[config.mk]
export PLATFORM = sky130hd
export DESIGN_NAME = microwave_ctrl_flat
export DESIGN_NICKNAME = d
export VERILOG_FILES = /design/src/rtl/microwave_ctrl_if.sv /design/src/rtl/microwave_ctrl.sv /design/src/flat_wrapper.sv
export SDC_FILE = /design/constraint.sdc
export NUM_CORES = 1
export LEC_CHECK = 0
export ABC_AREA = 1
export CELL_PAD_IN_SITES_DETAIL_PLACEMENT = 0
export CELL_PAD_IN_SITES_GLOBAL_PLACEMENT = 1
export CORE_MARGIN = 2
export CORE_UTILIZATION = 25
export CTS_BUF_LIST = sky130_fd_sc_hd__clkbuf_2
export CTS_CLUSTER_SIZE = 8
export DETAILED_ROUTE_END_ITERATION = 8
export PLACE_DENSITY_LB_ADDON = 0.1
export RECOVER_POWER = 50
export SETUP_SLACK_MARGIN = 0.4
export SLEW_MARGIN = 20
export SYNTH_ARGS = -nofsm -noshare
export SYNTH_HDL_FRONTEND = slang
export SYNTH_SLANG_ARGS = --single-unit
[constraint.sdc]
create_clock -name clock -period 2 [get_ports clock]
set_input_delay 0.4 -clock clock [delete_from_list [all_inputs] [get_ports clock]]
set_output_delay 0.4 -clock clock [all_outputs]
set_load 0.03 [all_outputs]
[src/rtl/microwave_ctrl_if.sv]
// rtl/microwave_ctrl_if.sv - panel and countdown-timer signal bundle for microwave_ctrl
// Purpose: groups the front-panel inputs, the timer handshake and the cook indicators.
// Ports (modport master = controller, slave = panel/timer side):
//   startn, stopn     active-low buttons (levels)
//   door_closed       1 = door closed
//   key_valid/key_data keypad strobe and 4-bit code
//   timer_zero        timer reads 0:00
//   data, loadn       digit and active-low load strobe to the timer
//   timer_clrn        active-low timer clear pulse
//   en                timer count enable pulse
//   mag_on, done      magnetron drive and cook-complete indicator
interface microwave_ctrl_if;
  logic       startn;
  logic       stopn;
  logic       door_closed;
  logic       key_valid;
  logic [3:0] key_data;
  logic       timer_zero;
  logic [3:0] data;
  logic       loadn;
  logic       timer_clrn;
  logic       en;
  logic       mag_on;
  logic       done;

  modport master (
    input  startn, stopn, door_closed, key_valid, key_data, timer_zero,
    output data, loadn, timer_clrn, en, mag_on, done
  );

  modport slave (
    output startn, stopn, door_closed, key_valid, key_data, timer_zero,
    input  data, loadn, timer_clrn, en, mag_on, done
  );
endinterface

[src/rtl/microwave_ctrl.sv]
// rtl/microwave_ctrl.sv - microwave control stage driving the countdown timer
// Purpose: keypad digit loading, start/stop/door handling, one-per-TICK_DIV
//   count enable while cooking, magnetron and done drive. All outputs registered.
// Ports:
//   clock  system clock, rising edge
//   clrn   synchronous active-low reset
//   io     microwave_ctrl_if.master (panel inputs, timer handshake, indicators)
// Parameters: TICK_DIV (cycles per timer decrement, >= 2), MAX_DIGITS (digits per entry).
// Optional: define QUICK_START_EN so that start with the timer at zero loads 0:30
//   (digits 3 then 0) and begins cooking.
module microwave_ctrl #(
  parameter int TICK_DIV   = 100,
  parameter int MAX_DIGITS = 3
) (
  input logic               clock,
  input logic               clrn,
  microwave_ctrl_if.master  io
);

  localparam int PW = (TICK_DIV > 2) ? $clog2(TICK_DIV) : 1;
  localparam int CW = $clog2(MAX_DIGITS + 1);
  localparam logic [PW-1:0] PRESC_LAST = PW'(TICK_DIV - 1);
  localparam logic [CW-1:0] CNT_MAX    = CW'(MAX_DIGITS);

`ifdef QUICK_START_EN
  typedef enum logic [2:0] {S_IDLE, S_COOK, S_PAUSE, S_DONE, S_Q1, S_Q2} state_t;
`else
  typedef enum logic [1:0] {S_IDLE, S_COOK, S_PAUSE, S_DONE} state_t;
`endif

  state_t        state_q, state_d;
  logic [PW-1:0] presc_q, presc_d;
  logic [CW-1:0] cnt_q, cnt_d;
  logic [3:0]    data_q, data_d;
  logic          loadn_q, loadn_d;
  logic          timer_clrn_q, timer_clrn_d;
  logic          en_q, en_d;
  logic          mag_on_q, mag_on_d;
  logic          done_q, done_d;
  logic          startn_q, stopn_q;
  logic          start_press, stop_press;

  // A press is a 1->0 transition between the previous and the current sample.
  assign start_press = startn_q & ~io.startn;
  assign stop_press  = stopn_q & ~io.stopn;

  always_comb begin
    state_d      = state_q;
    presc_d      = presc_q;
    cnt_d        = cnt_q;
    data_d       = data_q;
    loadn_d      = 1'b1;
    timer_clrn_d = 1'b1;
    en_d         = 1'b0;
    mag_on_d     = 1'b0;
    done_d       = 1'b0;
    case (state_q)
      S_IDLE: begin
        if (stop_press) begin
          timer_clrn_d = 1'b0;
          cnt_d        = '0;
        end else if (start_press && io.door_closed && !io.timer_zero) begin
          state_d  = S_COOK;
          presc_d  = '0;
          mag_on_d = 1'b1;
`ifdef QUICK_START_EN
        end else if (start_press && io.door_closed && io.timer_zero) begin
          state_d = S_Q1;
          data_d  = 4'd3;
          loadn_d = 1'b0;
`endif
        end else if (io.key_valid && io.key_data <= 4'd9 && cnt_q < CNT_MAX) begin
          data_d  = io.key_data;
          loadn_d = 1'b0;
          cnt_d   = cnt_q + CW'(1);
        end
      end
      S_COOK: begin
        if (stop_press || !io.door_closed) begin
          state_d = S_PAUSE;              // prescaler holds for resume
        end else if (io.timer_zero) begin
          state_d = S_DONE;
          done_d  = 1'b1;
        end else begin
          mag_on_d = 1'b1;
          if (presc_q == PRESC_LAST) begin
            en_d    = 1'b1;
            presc_d = '0;
          end else begin
            presc_d = presc_q + PW'(1);
          end
        end
      end
      S_PAUSE: begin
        if (stop_press) begin
          state_d      = S_IDLE;
          timer_clrn_d = 1'b0;
          cnt_d        = '0;
        end else if (start_press && io.door_closed) begin
          state_d  = S_COOK;
          mag_on_d = 1'b1;
        end
      end
      S_DONE: begin
        if (stop_press || !io.door_closed) begin
          state_d      = S_IDLE;
          timer_clrn_d = 1'b0;
          cnt_d        = '0;
        end else begin
          done_d = 1'b1;
        end
      end
`ifdef QUICK_START_EN
      S_Q1: begin
        if (stop_press || !io.door_closed) begin
          state_d      = S_IDLE;
          timer_clrn_d = 1'b0;
          cnt_d        = '0;
        end else begin
          state_d = S_Q2;
          data_d  = 4'd0;
          loadn_d = 1'b0;
        end
      end
      S_Q2: begin
        if (stop_press || !io.door_closed) begin
          state_d      = S_IDLE;
          timer_clrn_d = 1'b0;
          cnt_d        = '0;
        end else begin
          state_d  = S_COOK;
          presc_d  = '0;
          mag_on_d = 1'b1;
        end
      end
`endif
      default: state_d = S_IDLE;
    endcase
  end

  always_ff @(posedge clock) begin
    // Button history keeps tracking during reset so a button held through
    // reset release does not register as a fresh press.
    startn_q <= io.startn;
    stopn_q  <= io.stopn;
    if (!clrn) begin
      state_q      <= S_IDLE;
      presc_q      <= '0;
      cnt_q        <= '0;
      data_q       <= 4'd0;
      loadn_q      <= 1'b1;
      timer_clrn_q <= 1'b0;
      en_q         <= 1'b0;
      mag_on_q     <= 1'b0;
      done_q       <= 1'b0;
    end else begin
      state_q      <= state_d;
      presc_q      <= presc_d;
      cnt_q        <= cnt_d;
      data_q       <= data_d;
      loadn_q      <= loadn_d;
      timer_clrn_q <= timer_clrn_d;
      en_q         <= en_d;
      mag_on_q     <= mag_on_d;
      done_q       <= done_d;
    end
  end

  assign io.data       = data_q;
  assign io.loadn      = loadn_q;
  assign io.timer_clrn = timer_clrn_q;
  assign io.en         = en_q;
  assign io.mag_on     = mag_on_q;
  assign io.done       = done_q;

endmodule

[src/flat_wrapper.sv]
// flat-port wrapper written by rule: the top's interface ports become plain ports
module microwave_ctrl_flat 
#(
  parameter int TICK_DIV   = 100,
  parameter int MAX_DIGITS = 3
)
  (clock, clrn, io_startn, io_stopn, io_door_closed, io_key_valid, io_key_data, io_timer_zero, io_data, io_loadn, io_timer_clrn, io_en, io_mag_on, io_done);
  microwave_ctrl_if io_i ();
  input logic clock;
  input logic clrn;
  input wire logic [$bits(io_i.startn)-1:0] io_startn;
  input wire logic [$bits(io_i.stopn)-1:0] io_stopn;
  input wire logic [$bits(io_i.door_closed)-1:0] io_door_closed;
  input wire logic [$bits(io_i.key_valid)-1:0] io_key_valid;
  input wire logic [$bits(io_i.key_data)-1:0] io_key_data;
  input wire logic [$bits(io_i.timer_zero)-1:0] io_timer_zero;
  output wire logic [$bits(io_i.data)-1:0] io_data;
  output wire logic [$bits(io_i.loadn)-1:0] io_loadn;
  output wire logic [$bits(io_i.timer_clrn)-1:0] io_timer_clrn;
  output wire logic [$bits(io_i.en)-1:0] io_en;
  output wire logic [$bits(io_i.mag_on)-1:0] io_mag_on;
  output wire logic [$bits(io_i.done)-1:0] io_done;
  assign io_i.startn = io_startn;
  assign io_i.stopn = io_stopn;
  assign io_i.door_closed = io_door_closed;
  assign io_i.key_valid = io_key_valid;
  assign io_i.key_data = io_key_data;
  assign io_i.timer_zero = io_timer_zero;
  assign io_data = io_i.data;
  assign io_loadn = io_i.loadn;
  assign io_timer_clrn = io_i.timer_clrn;
  assign io_en = io_i.en;
  assign io_mag_on = io_i.mag_on;
  assign io_done = io_i.done;
  microwave_ctrl #(.TICK_DIV(TICK_DIV), .MAX_DIGITS(MAX_DIGITS)) u_core (.clock(clock), .clrn(clrn), .io(io_i));
endmodule
==> results of run 1 <==
[layout make-up]
type,count,area share
clock buffer,3,0.0109
inverter,16,0.0437
multi-input combinational,127,0.440
sequential,22,0.321
tap,52,0.0474
timing repair buffer,20,0.138
[cell usage after synthesis, drive strengths merged (2+ instances only)]
cell type and count:
nor2 42, ha 2, nor3 5, o21ai 9, inv 16, nand3 14
nand2 41, a21oi 9, nand3b 2, dfxtp 22
[power by group]
group / switching (mW) / leakage, nW / internal (mW)
clock network: 0.130 / 0.0125 / 0.0409
logic: 0.189 / 0.420 / 0.104
registers: 0.0272 / 0.180 / 0.475
total: 0.346 / 0.612 / 0.620
[sequential cells by signal, indices dropped and copies added (netlist names)]
| signal | flops |
|---|---|
| u_core.presc_q | 7 |
| u_core.io.data | 4 |
| u_core.cnt_q | 2 |
| u_core.state_q | 2 |
| u_core.io.done | 1 |
| u_core.io.en | 1 |
| u_core.io.loadn | 1 |
| u_core.io.mag_on | 1 |
| u_core.io.timer_clrn | 1 |
| u_core.startn_q | 1 |
| u_core.stopn_q | 1 |
[layer usage]
layer | share of wire | vias to the layer above
li1 | - | 577
met1 | 0.50 | 472
met2 | 0.46 | 18
met3 | 0.032 | 2
met4 | 0.0080 | 0
met5 | 0 | -
[critical path, stage by stage]
cell and delay, ps:
dlygate4sd3_1 560, inv_1 60, nand2_2 130, o21ai_2 90
nor2_2 80, nand2_1 230, inv_2 180, nand2_1 80
a21oi_2 120
[what timing repair did]
| item | CTS | global route |
|---|---|---|
| endpoints found under the setup margin | 9 | 3 |
| resized for setup | 9 | 2 |
| buffers inserted | 0 | 0 |
| endpoints found under the hold margin | 0 | 0 |
| hold buffers | 0 | 0 |
| cloned | 0 | 0 |
[logic make-up after synthesis]
logic type,share of synthesized area
AO/OA/AOI/OAI,0.0996
adder cells (fa/ha/maj),0.0224
buffers and inverters,0.0570
flip-flops,0.394
AND/OR/NAND/NOR,0.427
[stage by stage]
stage / cell area, µm² / setup slack, ps
after floorplan: 1120 / 799
after global placement: 1380 / 143
after detailed placement: 1380 / 128
after CTS: 1380 / 468
after global routing: 1370 / 218
final: 1370 / 330
[path summary, 6_finish.rpt]
check / slack (ps) / from / to
max reg2reg: 410 / u_core.state_q[0] / u_core.presc_q[2]
min: 510 / u_core.presc_q[1] / u_core.presc_q[1]
min reg2reg: 510 / u_core.presc_q[1] / u_core.presc_q[1]
max: 330 / io_stopn / u_core.presc_q[2]
==> results.json, run 1 <==
{
  "antenna_cells_inserted": 0,
  "synth-seq-area-share": 0.394,
  "route.detailed.vias_per_inst": 4.45,
  "grt_usage": 0.113,
  "hold_path.class": "register to register",
  "dominantRegCellSynth": "dfxtp_1",
  "tritoncts_clock_tree": "done",
  "peakVddDrop_v": 0.000203,
  "leakage_nw": 0.612,
  "detail_route.drc_violations": 0,
  "arrival_ps": 1940,
  "numPortBuffers": 19,
  "layout_commonest_cell": "nand2_1",
  "ios": 20,
  "proportion_of_netlist_area_held_by_the_largest_area_contributor": 0.394,
  "syn-mean-instance-area_um2": 6.74,
  "critPathLaunchType": "input pin",
  "netlist.top_cell.by_area": "dfxtp_1",
  "drt_pre_antenna_iters": 4,
  "final_min_period_over_clock_period": 0.835,
  "status": "finished, final reports clean",
  "grtUsageMet2": 0.191,
  "cells_taking_the_most_area_after_synthesis": "dfxtp_1, nand2_1, nor2_1",
  "layout.area.seq_um2": 440,
  "area_growth_pct": 22.8,
  "cp.required_ps": 2270,
  "met3_usage": 0.0214,
  "core_area_um2": 4320,
  "cts_max_path_buffers": 2,
  "number_of_global_route_vias_before_repair": 1024,
  "asyncSetResetFlopFracSynth": 0,
  "fill_cell_total_of_the_finished_layout": 488,
  "ys_warn_count": 0,
  "worst_slack_on_hold_paths_ps": 506,
  "slew_violations": 0,
  "synthesis.instances": 166,
  "die_h_um": 70.9,
  "cts_bufs_inserted": 3,
  "clkTransAtPathRegs_ps": 200,
  "holdPathStages": 2,
  "dp.cells": 237,
  "finalNetCount": 203,
  "layout_common_cells": "nand2_1, nor2_1, dfxtp_1",
  "post-layout-total-power_uw": 966,
  "multi_input_area_um2": 604,
  "drt-total-wl_um": 2630,
  "maximum_number_of_pins_on_one_net_before_global_route_repair": 15,
  "end_kind": "register",
  "synth.ff_latch_count": 22,
  "die-area_um2": 5030,
  "clock-sinks": 22,
  "synth_edf_count": 0,
  "ratio_of_cells_with_drive_above_1_in_the_final_layout": 0.101,
  "reg2reg_depth": 8,
  "worst-slew-pin-transition_ps": 367,
  "ctsHtreeMaxLevel": 1,
  "finish.utilization": 0.318,
  "count_of_final_setup_violators": 0,
  "cp_max_fo": 9,
  "global_route.overflow_total": 0,
  "drtAntennaViolNets": 0,
  "global_route.peak_usage_layer": "met2",
  "vias": 1069,
  "globalplace.congestion": 0.805,
  "grt_pass1_wl_um": 4550,
  "per_cell_routed_wire_length_um": 11.0,
  "antenna_violations_before_repair": 0,
  "max_clock_freq_ghz": 0.599,
  "stdcell_count": 240,
  "clockRootBuffer": "clkbuf_2",
  "final_hold_viol_count": 0,
  "drt_iter0_drc": 44,
  "start_util": 0.259,
  "clock_skew_ps": 5.55,
  "maxCapViolCount": 0,
  "setup-tns-final_ps": 0,
  "worstSkewPairLatency_ps": 310,
  "synth_cell_types": 23,
  "path_class": "input pin to register",
  "power-per-cell-area_nw_per_um2": 703,
  "syn_nets": 179,
  "grt_setup_unrepaired": "no",
  "detailedPlacementHpwl_um": 2030,
  "slew_headroom": 0.754,
  "synth.cell_area_um2": 1120,
  "width_of_the_die_um": 70.9,
  "final.min_clock_period_ps": 1670,
  "grtUsageMet1": 0.145,
  "row_count": 24
}
(Power assumes the default switching activity.)
==> run 2, diff against run 1 <==
==> constraint.sdc (replaced) <==
create_clock -name clock -period 1.4 [get_ports clock]
set_input_delay 0.28 -clock clock [delete_from_list [all_inputs] [get_ports clock]]
set_output_delay 0.28 -clock clock [all_outputs]
set_load 0.03 [all_outputs]
==> run 2 against run 1 <==
  * Total power up 110%
  * First-iteration DRC count increased by 9.1%
  * Hold slack got worse by 310 ps
  * Critical path depth shrank 3
  * Design area rose by 47%
  * Utilization is 15 points higher
  * Global-route usage grew 3.1 points
==> results.json, run 2 (synthesis results as in run 1) <==
{
  "slew_headroom": 0.829,
  "numPortBuffers": 19,
  "share_comb_of_total_power": 0.395,
  "core_area_um2": 4320,
  "worstSkewPairLatency_ps": 340,
  "finish.utilization": 0.466,
  "antenna_cells_inserted": 0,
  "count_of_final_setup_violators": 0,
  "path_class": "register to register",
  "clock-sinks": 22,
  "grt_pass1_wl_um": 5800,
  "slew_violations": 0,
  "multi_input_area_um2": 901,
  "cts_bufs_inserted": 3,
  "final_hold_viol_count": 0,
  "route.detailed.vias_per_inst": 4.53,
  "per_cell_routed_wire_length_um": 12.5,
  "register_name_with_the_most_flops": "u_core.presc_q",
  "clock_skew_ps": 3.73,
  "cts_max_path_buffers": 2,
  "globalplace.congestion": 0.858,
  "drt_pre_antenna_iters": 4,
  "start_util": 0.259,
  "clkTransAtPathRegs_ps": 240,
  "layout_commonest_cell": "buf_4",
  "hold_path.class": "input pin to register",
  "width_of_the_die_um": 70.9,
  "setup-tns-final_ps": 0,
  "die-area_um2": 5030,
  "leakage_nw": 0.836,
  "drt-total-wl_um": 3430,
  "internal_power_mw": 1.29,
  "fill_cell_total_of_the_finished_layout": 431,
  "ios": 20,
  "number_of_flip_flops_in_the_largest_register": 7,
  "clockRootBuffer": "clkbuf_2",
  "maximum_number_of_pins_on_one_net_before_global_route_repair": 14,
  "max_clock_freq_ghz": 0.791,
  "detailedPlacementHpwl_um": 2180,
  "status": "finished, final reports clean",
  "switchingPower_uw": 709,
  "drtAntennaViolNets": 0,
  "row_count": 24,
  "final.min_clock_period_ps": 1260,
  "worst_slack_on_hold_paths_ps": 194,
  "layout.area.seq_um2": 465,
  "p_clk_frac": 0.235,
  "arrival_ps": 1570,
  "antenna_violations_before_repair": 0,
  "critPathLaunchType": "register",
  "power-per-cell-area_nw_per_um2": 992,
  "pre_cts_ws_ps": -294,
  "cp_max_fo": 5,
  "p_seq_frac": 0.370,
  "drt_iter0_drc": 48,
  "cp.required_ps": 1700,
  "end_kind": "register",
  "number_of_global_route_vias_before_repair": 1243,
  "ratio_of_cells_with_drive_above_1_in_the_final_layout": 0.545,
  "peakVddDrop_v": 0.000418,
  "area_growth_pct": 80.0,
  "final_worst_setup_slack_ps": 135,
  "grt_setup_unrepaired": "yes",
  "cts_hold_repair.buffers": 0,
  "vias": 1241,
  "switching_share": 0.355,
  "finalNetCount": 236,
  "maxCapViolCount": 0,
  "die_h_um": 70.9,
  "worst-slew-pin-transition_ps": 255,
  "ctsHtreeMaxLevel": 1,
  "global_route.overflow_total": 0,
  "detail_route.drc_violations": 0,
  "final_min_period_over_clock_period": 0.903,
  "grt_usage": 0.144,
  "layout_common_cells": "buf_4, nand2_1, nor2_1",
  "tritoncts_clock_tree": "done"
}
run 2: cell types whose count changed in the layout (fill, tap and decap cells not counted), sizes merged, moves of 2 or more:
cell,delta
buf,+40
dlygate4sd2,-5
clkbuf,+2
dlygate4sd3,-2
run 2: cell type report:
type                            count  area share
Multi-Input combinational cell    127       0.447
Tap cell                           52      0.0323
Timing Repair Buffer               53       0.232
Clock inverter                      1      0.0149
Inverter                           16      0.0348
Sequential cell                    22       0.231
Clock buffer                        3     0.00746
run 2: final timing paths:
check,from,endpoint,slack (ps),depth (start not counted)
worst max register to register,u_core.state_q[1],u_core.presc_q[6],140,6
worst min register to register,u_core.presc_q[6],u_core.presc_q[6],520,2
worst min-delay path,io_stopn,u_core.stopn_q,190,1
worst max-delay path,u_core.state_q[1],u_core.presc_q[6],140,6
run 2: through the flow:
stage	instance area [µm²]	power [mW]	cells
floorplan	1190	1.08	166
global placement	1520	1.25	247
detailed placement	1520	1.25	247
CTS	1890	1.93	269
global route	2010	2.12	274
finish	2010	2.00	274
run 2: layer usage:
metal / vias up / share of wire / track usage
met5: - / 0 / 0
met4: 0 / 0.016 / 0.0440
met3: 4 / 0.033 / 0.0242
met2: 20 / 0.48 / 0.239
met1: 571 / 0.47 / 0.191
li1: 646 / - / -
run 2: what timing repair did:
action	CTS	global route
pin swaps	28	23
endpoints found under the setup margin	28	29
hold endpoints to repair	0	0
buffers inserted	18	5
cloned	0	0
gates resized for setup	119	31
run 2: power by group through the flow:
stage | Sequential (mW) | Clock [mW] | Combinational, mW
floorplan | 0.775 | 0 | 0.304
global placement | 0.739 | 0 | 0.516
finish | 0.739 | 0.469 | 0.788
CTS | 0.740 | 0.493 | 0.699
detailed placement | 0.739 | 0 | 0.510
global route | 0.747 | 0.513 | 0.857
run 2: critical path: stages, from the launching register on:
cell and delay, ps:
dfxtp_4 440, buf_6 130, nor2_4 170, nand2_2 120, nor2_4 150, nand2_1 60
a21oi_1 140
==> run 3, diff against run 2 <==
--- a/config.mk
+++ b/config.mk
@@ -5,9 +5,9 @@
 export SDC_FILE = /design/constraint.sdc
 export NUM_CORES = 1
 export LEC_CHECK = 0
-export ABC_AREA = 1
 export CELL_PAD_IN_SITES_DETAIL_PLACEMENT = 0
 export CELL_PAD_IN_SITES_GLOBAL_PLACEMENT = 1
+export CORE_ASPECT_RATIO = 0.7
 export CORE_MARGIN = 2
 export CORE_UTILIZATION = 25
 export CTS_BUF_LIST = sky130_fd_sc_hd__clkbuf_2
==> run 3 against run 2 <==
  * The run now ends with setup timing left
  * Worst setup slack lost 170 ps
  * Clock power shrank 46%
  * Total power shrank 41%
  * Sequential share of layout area grew 3.8 points
  * Routed wire length shrank 20%
  * Maximum frequency shrank 12%
  * Combinational power shrank 67%
  * Critical path depth is the same
  * Via count shrank 20%
  * Utilization shrank 1.9 points
  * Flip-flop and latch count is the same
  * Area after synthesis shrank 9.7%
  * Largest power group is now registers
==> results.json, run 3 <==
{
  "tritoncts_clock_tree": "done",
  "grt_usage": 0.121,
  "synth_cell_types": 33,
  "dominantRegCellSynth": "dfxtp_1",
  "antenna_violations_before_repair": 0,
  "route.detailed.vias_per_inst": 4.75,
  "synth_edf_count": 0,
  "ctsHtreeMaxLevel": 1,
  "synth-seq-area-share": 0.436,
  "leakage_nw": 0.704,
  "cts_bufs_inserted": 3,
  "layout_common_cells": "buf_6, buf_4, dfxtp_2",
  "synthesis.instances": 110,
  "antenna_cells_inserted": 0,
  "max_clock_freq_ghz": 0.698,
  "maxCapViolCount": 0,
  "arrival_ps": 1680,
  "syn-mean-instance-area_um2": 9.18,
  "internal_power_uw": 838,
  "ios": 20,
  "finalNetCount": 172,
  "crit_slowest_cell": "dfxtp_4",
  "power-per-cell-area_nw_per_um2": 675,
  "worst_path_largest_cell_delay_ps": 400,
  "finish.utilization": 0.446,
  "p_clk_frac": 0.216,
  "clockRootBuffer": "clkbuf_2",
  "min-delay-start": "io_startn",
  "holdPathStages": 1,
  "cp_max_fo": 2,
  "proportion_of_netlist_area_held_by_the_largest_area_contributor": 0.436,
  "slew_headroom": 0.770,
  "drt-total-wl_um": 2740,
  "grt_setup_unrepaired": "yes",
  "reg2reg_depth": 6,
  "vias": 992,
  "switching_share": 0.287,
  "slew_violations": 0,
  "synth.most_common_cell": "dfxtp_1",
  "detail_route.drc_violations": 0,
  "final_worst_setup_slack_ps": -33.2,
  "timing.rr.start": "u_core.cnt_q[0]",
  "drtAntennaViolNets": 0,
  "asyncSetResetFlopFracSynth": 0,
  "series_of_cell_instances_along_the_critical_path": "ha_4, nor4b_4, o211ai_1, buf_4, nand3_1, a21oi_2",
  "cells_taking_the_most_area_after_synthesis": "dfxtp_1, nand3_1, a31oi_1",
  "maximum_number_of_pins_on_one_net_before_global_route_repair": 12,
  "share_comb_of_total_power": 0.222,
  "ys_warn_count": 0,
  "ratio_of_cells_with_drive_above_1_in_the_final_layout": 0.573,
  "die_h_um": 57.2,
  "grt_pass1_wl_um": 4320,
  "register_name_with_the_most_flops": "u_core.presc_q",
  "fill_cell_total_of_the_finished_layout": 383,
  "number_of_global_route_vias_before_repair": 937,
  "detailedPlacementHpwl_um": 1870,
  "row_count": 19,
  "area_growth_pct": 72.4,
  "status": "finished, violations left",
  "cts_max_path_buffers": 2,
  "synth.ff_latch_count": 22,
  "timing.hold.worst_endpoint": "u_core.startn_q",
  "die-area_um2": 4570,
  "clock_skew_ps": 8.38,
  "final_min_period_over_clock_period": 1.02,
  "width_of_the_die_um": 80.0,
  "synth.cell_area_um2": 1010,
  "drt_iter0_drc": 20,
  "clock-sinks": 22,
  "start_util": 0.259,
  "switchingPower_uw": 338,
  "cts_hold_repair.buffers": 0,
  "per_cell_routed_wire_length_um": 13.1,
  "path_class": "register to register",
  "violations": "setup timing",
  "worst-slew-pin-transition_ps": 345,
  "syn_nets": 123,
  "global_route.overflow_total": 0,
  "synth_commonest_cells": "dfxtp_1, nand3_1, nand2_1, a31oi_1, o21ai_0",
  "core_area_um2": 3900,
  "count_of_final_setup_violators": 2,
  "r2r-end": "u_core.cnt_q[0]",
  "final.min_clock_period_ps": 1430,
  "numPortBuffers": 19,
  "critPathLaunchType": "register",
  "setup-tns-final_ps": -55.4,
  "number_of_flip_flops_in_the_largest_register": 7,
  "drt_pre_antenna_iters": 4,
  "crit_path_start": "u_core.cnt_q[0]",
  "cp.required_ps": 1650,
  "netlist.top_cell.by_area": "dfxtp_1",
  "final_hold_viol_count": 0,
  "worstSkewPairLatency_ps": 330,
  "hold_path.class": "input pin to register",
  "ff2ff_setup_slack_ps": -30,
  "clkTransAtPathRegs_ps": 210,
  "globalplace.congestion": 0.750,
  "p_seq_frac": 0.562,
  "peakVddDrop_v": 0.000311,
  "end_kind": "register"
}
==> run 3: cell types whose count changed in the layout (fill, tap and decap cells not counted), moves of 5 or more <==
cell | before | now
nor3_2 | 5 | 0
nor2_4 | 14 | 2
nand2b_1 | 0 | 5
dfxtp_2 | 5 | 14
nor2_1 | 20 | 3
nand2_2 | 12 | 0
buf_4 | 27 | 19
inv_1 | 11 | 1
buf_6 | 14 | 19
a31oi_1 | 0 | 8
nand2_1 | 25 | 9
nor2_2 | 8 | 1
dfxtp_1 | 12 | 5
==> run 3: power by group through the flow <==
stage / combinational, mW / clock (mW) / sequential [mW]
floorplan: 0.0766 / 0 / 0.690
detailed placement: 0.190 / 0 / 0.671
finish: 0.261 / 0.254 / 0.661
CTS: 0.214 / 0.272 / 0.663
global placement: 0.191 / 0 / 0.671
global route: 0.278 / 0.306 / 0.664
==> run 3: worst max-delay path by stage <==
stage | endpoint | slack, ps
3_3_place_gp | u_core.presc_q[1] | -290
2_1_floorplan | u_core.presc_q[1] | -30
4_1_cts | u_core.presc_q[1] | -30
5_1_grt | u_core.presc_q[1] | -90
6_report | u_core.cnt_q[0] | -30
3_5_place_dp | u_core.presc_q[2] | -360
==> run 3: through the flow <==
step / hold slack, ps / area [µm²] / instances / total power, mW / setup WS (ps)
4_1_cts: 203 / 1580 / 201 / 1.15 / -34.3
3_5_place_dp: 468 / 1420 / 195 / 0.861 / -357
5_1_grt: 198 / 1740 / 209 / 1.25 / -94.4
3_3_place_gp: 462 / 1420 / 195 / 0.862 / -288
2_1_floorplan: 308 / 1060 / 110 / 0.767 / -26.2
6_report: 255 / 1740 / 209 / 1.18 / -33.2
==> run 3: critical path, delay by kind of cell (launching register included) <==
family          cells  cell delay, ps
simple gates        2             390
fa+ha+maj           1             160
flops               1             400
compound gates      2             250
buf+inv             1             170
==> run 3: logic make-up after synthesis <==
family / share of synthesized area
AO/OA/AOI/OAI: 0.195
multiplexers: 0.00991
adder cells (fa/ha/maj): 0.0248
buffers and inverters: 0.0273
flip-flops: 0.436
AND/OR/NAND/NOR: 0.307
==> run 3: layout make-up <==
class,instances,area (µm²),share of cell area
multi-input combinational,83,733,0.421
inverter,1,3.75,0.00216
clock buffer,3,15.0,0.00863
tap,52,65.1,0.0374
sequential,22,469,0.270
timing repair buffer,48,454,0.261
==> run 3: timing repair <==
item / CTS / global route
setup endpoints to repair: 29 / 29
setup buffers: 3 / 8
resized for setup: 105 / 24
pin swaps: 4 / 8
==> run 3: routing by layer <==
metal	global-route usage	up-vias	routed length, µm
met5	0	-	0
met4	0.0291	0	16
met3	0.0491	2	138
met2	0.186	19	1250
met1	0.160	469	1340
li1	-	502	-
